File: src/rtl/regfile_hilo_if.sv
// regfile_hilo_if: writeback/read bundle between the pipeline and the register file
//   wb_write_enable/addr/data            GPR commit from WB
//   wb_write_hilo_enable/hi_data/lo_data HI/LO commit from WB
//   read1_*/read2_*                      GPR read ports for ID/EX
//   hi_data/lo_data                      current HI/LO
//   master: pipeline side, slave: register file side
interface regfile_hilo_if #(
    parameter int DATA_WIDTH = 32,
    parameter int ADDR_WIDTH = 5
);
    logic                  wb_write_enable;
    logic [ADDR_WIDTH-1:0] wb_write_addr;
    logic [DATA_WIDTH-1:0] wb_write_data;
    logic                  wb_write_hilo_enable;
    logic [DATA_WIDTH-1:0] wb_write_hi_data;
    logic [DATA_WIDTH-1:0] wb_write_lo_data;
    logic                  read1_enable;
    logic [ADDR_WIDTH-1:0] read1_addr;
    logic [DATA_WIDTH-1:0] read1_data;
    logic                  read2_enable;
    logic [ADDR_WIDTH-1:0] read2_addr;
    logic [DATA_WIDTH-1:0] read2_data;
    logic [DATA_WIDTH-1:0] hi_data;
    logic [DATA_WIDTH-1:0] lo_data;

    modport master (
        output wb_write_enable, wb_write_addr, wb_write_data,
        output wb_write_hilo_enable, wb_write_hi_data, wb_write_lo_data,
        output read1_enable, read1_addr, read2_enable, read2_addr,
        input  read1_data, read2_data, hi_data, lo_data
    );

    modport slave (
        input  wb_write_enable, wb_write_addr, wb_write_data,
        input  wb_write_hilo_enable, wb_write_hi_data, wb_write_lo_data,
        input  read1_enable, read1_addr, read2_enable, read2_addr,
        output read1_data, read2_data, hi_data, lo_data
    );
endinterface

File: src/rtl/regfile_hilo.sv
// regfile_hilo: 32-entry MIPS GPR file plus HI/LO, written at WB, read combinationally by ID/EX
//   clock  rising-edge pipeline clock
//   reset  asynchronous active-low; clears all state and forces every output to 0
//   bus    regfile_hilo_if.slave: WB write bundles, two GPR read ports, HI/LO outputs
// Build option: define REGFILE_BYPASS_EN to forward same-cycle WB writes to the read ports and HI/LO.
// NUM_REGS must equal 2**ADDR_WIDTH.
module regfile_hilo #(
    parameter int DATA_WIDTH = 32,
    parameter int ADDR_WIDTH = 5,
    parameter int NUM_REGS   = 32
) (
    input logic           clock,
    input logic           reset,
    regfile_hilo_if.slave bus
);
    logic [DATA_WIDTH-1:0] gpr [NUM_REGS];
    logic [DATA_WIDTH-1:0] hi;
    logic [DATA_WIDTH-1:0] lo;
    logic                  hit1;
    logic                  hit2;
    logic                  hit_hilo;

    always_ff @(posedge clock or negedge reset) begin
        if (!reset) begin
            for (int i = 0; i < NUM_REGS; i++) gpr[i] <= '0;
            hi <= '0;
            lo <= '0;
        end else begin
            if (bus.wb_write_enable && bus.wb_write_addr != '0) gpr[bus.wb_write_addr] <= bus.wb_write_data;
            if (bus.wb_write_hilo_enable) begin
                hi <= bus.wb_write_hi_data;
                lo <= bus.wb_write_lo_data;
            end
        end
    end

`ifdef REGFILE_BYPASS_EN
    // Address 0 is excluded below by the read mux, so the hit only needs the address match.
    assign hit1     = bus.wb_write_enable && bus.read1_addr == bus.wb_write_addr;
    assign hit2     = bus.wb_write_enable && bus.read2_addr == bus.wb_write_addr;
    assign hit_hilo = bus.wb_write_hilo_enable;
`else
    assign hit1     = 1'b0;
    assign hit2     = 1'b0;
    assign hit_hilo = 1'b0;
`endif

    // Outputs are gated by reset so forwarded write data cannot leak out while reset is held.
    always_comb begin
        bus.read1_data = (!reset || !bus.read1_enable || bus.read1_addr == '0) ? '0 :
                         hit1 ? bus.wb_write_data : gpr[bus.read1_addr];
        bus.read2_data = (!reset || !bus.read2_enable || bus.read2_addr == '0) ? '0 :
                         hit2 ? bus.wb_write_data : gpr[bus.read2_addr];
        bus.hi_data    = !reset ? '0 : hit_hilo ? bus.wb_write_hi_data : hi;
        bus.lo_data    = !reset ? '0 : hit_hilo ? bus.wb_write_lo_data : lo;
    end
endmodule

File: src/flat_wrapper.sv
// flat-port wrapper written by rule: the top's interface ports become plain ports
module regfile_hilo_flat 
#(
    parameter int DATA_WIDTH = 32,
    parameter int ADDR_WIDTH = 5,
    parameter int NUM_REGS   = 32
)
  (clock, reset, bus_wb_write_enable, bus_wb_write_addr, bus_wb_write_data, bus_wb_write_hilo_enable, bus_wb_write_hi_data, bus_wb_write_lo_data, bus_read1_enable, bus_read1_addr, bus_read2_enable, bus_read2_addr, bus_read1_data, bus_read2_data, bus_hi_data, bus_lo_data);
  regfile_hilo_if #(.DATA_WIDTH(DATA_WIDTH), .ADDR_WIDTH(ADDR_WIDTH)) bus_i ();
  input logic clock;
  input logic reset;
  input wire logic [$bits(bus_i.wb_write_enable)-1:0] bus_wb_write_enable;
  input wire logic [$bits(bus_i.wb_write_addr)-1:0] bus_wb_write_addr;
  input wire logic [$bits(bus_i.wb_write_data)-1:0] bus_wb_write_data;
  input wire logic [$bits(bus_i.wb_write_hilo_enable)-1:0] bus_wb_write_hilo_enable;
  input wire logic [$bits(bus_i.wb_write_hi_data)-1:0] bus_wb_write_hi_data;
  input wire logic [$bits(bus_i.wb_write_lo_data)-1:0] bus_wb_write_lo_data;
  input wire logic [$bits(bus_i.read1_enable)-1:0] bus_read1_enable;
  input wire logic [$bits(bus_i.read1_addr)-1:0] bus_read1_addr;
  input wire logic [$bits(bus_i.read2_enable)-1:0] bus_read2_enable;
  input wire logic [$bits(bus_i.read2_addr)-1:0] bus_read2_addr;
  output wire logic [$bits(bus_i.read1_data)-1:0] bus_read1_data;
  output wire logic [$bits(bus_i.read2_data)-1:0] bus_read2_data;
  output wire logic [$bits(bus_i.hi_data)-1:0] bus_hi_data;
  output wire logic [$bits(bus_i.lo_data)-1:0] bus_lo_data;
  assign bus_i.wb_write_enable = bus_wb_write_enable;
  assign bus_i.wb_write_addr = bus_wb_write_addr;
  assign bus_i.wb_write_data = bus_wb_write_data;
  assign bus_i.wb_write_hilo_enable = bus_wb_write_hilo_enable;
  assign bus_i.wb_write_hi_data = bus_wb_write_hi_data;
  assign bus_i.wb_write_lo_data = bus_wb_write_lo_data;
  assign bus_i.read1_enable = bus_read1_enable;
  assign bus_i.read1_addr = bus_read1_addr;
  assign bus_i.read2_enable = bus_read2_enable;
  assign bus_i.read2_addr = bus_read2_addr;
  assign bus_read1_data = bus_i.read1_data;
  assign bus_read2_data = bus_i.read2_data;
  assign bus_hi_data = bus_i.hi_data;
  assign bus_lo_data = bus_i.lo_data;
  regfile_hilo #(.DATA_WIDTH(DATA_WIDTH), .ADDR_WIDTH(ADDR_WIDTH), .NUM_REGS(NUM_REGS)) u_core (.clock(clock), .reset(reset), .bus(bus_i));
endmodule
File: config.mk
export PLATFORM = sky130hd
export DESIGN_NAME = regfile_hilo_flat
export DESIGN_NICKNAME = d
export VERILOG_FILES = /design/src/rtl/regfile_hilo_if.sv /design/src/rtl/regfile_hilo.sv /design/src/flat_wrapper.sv
export SDC_FILE = /design/constraint.sdc
export NUM_CORES = 2
export LEC_CHECK = 0
export ABC_AREA = 1
export CAP_MARGIN = 10
export CORE_MARGIN = 2
export CORE_UTILIZATION = 40
export DETAILED_ROUTE_END_ITERATION = 10
export MAX_ROUTING_LAYER = met4
export SETUP_SLACK_MARGIN = 0.2
export SYNTH_ARGS = -nofsm -noshare
export SYNTH_HDL_FRONTEND = slang
export SYNTH_SLANG_ARGS = --single-unit
File: constraint.sdc
create_clock -name clock -period 2.5 [get_ports clock]
set_input_delay 0.5 -clock clock [delete_from_list [all_inputs] [get_ports clock]]
set_output_delay 0.5 -clock clock [all_outputs]
set_load 0.02 [all_outputs]
==> metrics.txt <==
reg2reg path depth 19; post-synthesis sequential area ratio 46.5%; post-layout min period 2.79 ns; grt ovf 0; Util after Layout between 50% and 60%; Synth area leaders dfrtp_1 47%, nand2_1 18%, o21ai_0 11%, nand3_1 5.4%, a21oi_1 5.4%; Fin. Hold Viols 3; Final ANT Viol Nets 0; Arrival @ worst endpoint around 2.3 ns; Placement Setup Slack -0.839 ns; Synth top area share 46.5%; Startpoint Class input port; gpl congestion between 0.9 and 1; number of buffers created by CTS roughly 130; maximum clock frequency 358 MHz; Async SR Flop Fraction 100%; count of unique library cells instantiated by Yosys 23; Final Skew 0 ns; initial drt markers about 9100; area leader, netlist dfrtp_1; htree depth 4; Worst-Margin Slew 1.24 ns; net count reported at finish 8822; Die X 387 µm; Worst-path clk slew 0.06 ns; Worst Hold Class input port to async pin; DRC Markers 0; drt pass-1 iters 8; root buf cell clkbuf_16; cells after synthesis 8201; YS warnings 0; DR WL/cell 24.2 µm; FF+latch count, synth approximately 1100; CP Max Fanout 7; syn_nets 8318; critical path class input port to output pin; Max Cap Viol 0; Slew Limit Headroom 17.2%; RSZ-0062 raised after global routing yes; CP Capture Type output pin; count leader, synth nand2_1; Tcrit/Tclk final 112%; Worst-Skew Late Latency 0.78 ns; core area 145000 µm²; Area growth, synth to finish 33.1%; hold slack -0.0285 ns; Crit path required time approximately 2.0 ns; vias post-DR 62000; number of synthesized flops with an enable pin 0; FP Rows 140; vias in the first global route 57300; IO Port Bufs 244; Die ar. 149000 µm²; first-pass GRT wire length around 380 mm; CTS max path bufs 3; CTS Sinks 1088; Synth Flop Type dfrtp_1; Cell Area, Synth 58500 µm²; total power draw 55000 µW; largest net degree at the start of global routing 173; initial antenna violation count 13; CTS tree done; R2R Path Start u_core.gpr[268]$_DFFE_PN0P_; initial core utilization around two fifths; Leakage Power approximately 0.036 µW; Synth top cells by count 2768 x nand2_1, 1268 x o21ai_0, 1088 x dfrtp_1; VDD IR max 562 µV; share of cells above drive strength 1 between 15 and 20%; Post-DP HPWL 161 mm; die height 387 µm; syn avg cell area 7.14 µm²; DRT Wirelength between 200 and 300 mm; Final setup violation count 64; r2r endpoint u_core.gpr[268]$_DFFE_PN0P_; fin. max-slew vios 0; GRT Overall Usage 34.3%; worst setup margin -0.290 ns; status finished with violations; Via density 5.78; worst reg2reg setup slack 0.18 ns; pwr dens just over 700 nW/µm²; boundary pin count around 250; failing checks hold timing, setup timing
sequential cells by signal, summed over array words and instances (netlist names):
| register | flops |
|---|---|
| u_core.lo | 32 |
| u_core.gpr | 1024 |
| u_core.hi | 32 |
routing by layer:
| layer | track usage, % | up-vias | share of wire [%] |
|---|---|---|---|
| met3 | 7.89 | 797 | 11 |
| met4 | 17.2 | 0 | 5.9 |
| li1 | - | 27900 | - |
| met1 | 45.2 | 29600 | 40 |
| met5 | - | - | 0 |
| met2 | 49.3 | 3791 | 43 |
what timing repair did:
action | CTS | global route
setup buffers | 103 | 79
hold buffers | 6 | 0
endpoints found under the hold margin | 86 | 0
cloned | 22 | 21
pin swaps | 232 | 275
setup endpoints to repair | 127 | 65
resized for setup | 846 | 387
layout make-up:
cell class	count	area (µm²)
Inverter	424	1650
Multi-Input combinational cell	5982	28900
Tap cell	1917	2400
Fill cell	13600	67500
Timing Repair Buffer	1077	13300
Sequential cell	1088	27200
Clock inverter	41	455
Antenna cell	10	25.0
Clock buffer	189	3920
worst max-delay path, stage by stage:
cell and delay (ns):
clkbuf_16 0.16, clkinv_8 0.08, nor2_4 0.04, buf_12 0.14, buf_16 0.15, buf_16 0.15
buf_8 0.14, nand2_4 0.05, a21oi_2 0.03, nor2_1 0.10, nand2_1 0.05, nand3_1 0.09
nand2_2 0.06, nor2_4 0.32, buf_6 0.19
metrics by stage:
stage / cell area [µm²] / setup TNS [ns] / cells
after CTS: 75700 / -7.09 / 10600
after global routing: 77900 / -12.61 / 10700
final: 77900 / -8.75 / 10700
after global placement: 68200 / -42.78 / 10300
after floorplan: 59000 / 0 / 8201
after detailed placement: 68200 / -46.90 / 10300
power by group:
part	switching, µW	leakage [µW]	internal, µW
sequential	2350	0.0138	20800
combinational	7110	0.0198	5030
clock	8090	0.00217	11600
logic make-up (layout without fill, tap and decap cells):
group / count (synthesis) / in the layout / synth area share, %
mux: 64 / 64 / 1.23
other cells: 0 / 10 / 0
compound gates: 2110 / 2110 / 18.9
flops: 1088 / 1088 / 46.5
buf+inv: 1131 / 1731 / 7.40
simple gates: 3808 / 3808 / 26.0
worst max path at each step:
| stage | end | from | depth (start not counted) |
|---|---|---|---|
| finish | bus_read2_data[17] | bus_read2_addr[1] | 15 |
| global route | bus_read1_data[27] | u_core.gpr[603]$_DFFE_PN0P_ | 10 |
| CTS | bus_read1_data[27] | u_core.gpr[603]$_DFFE_PN0P_ | 10 |
| detailed placement | bus_read1_data[27] | bus_read1_enable | 7 |
| global placement | bus_read1_data[27] | bus_read1_enable | 7 |
| floorplan | bus_read2_data[31] | bus_read2_addr[0] | 11 |
layout by cell type, fill, tap and decap left out, types with 67 or more instances in the layout:
master,netlist,final
o211ai_1,196,196
nand2_2,11,120
clkdlybuf4s50_1,0,102
inv_2,5,67
clkbuf_16,0,161
nand3_1,631,573
nand2_1,2768,2639
nor2_4,0,77
o21ai_1,10,126
buf_6,0,131
nor2_1,380,230
dfrtp_1,1088,1088
a21oi_2,0,115
buf_4,0,455
buf_12,0,220
o21ai_0,1268,1147
inv_1,418,349
nor2_2,4,77
a21oi_1,628,513
(Power assumes the default switching activity.)
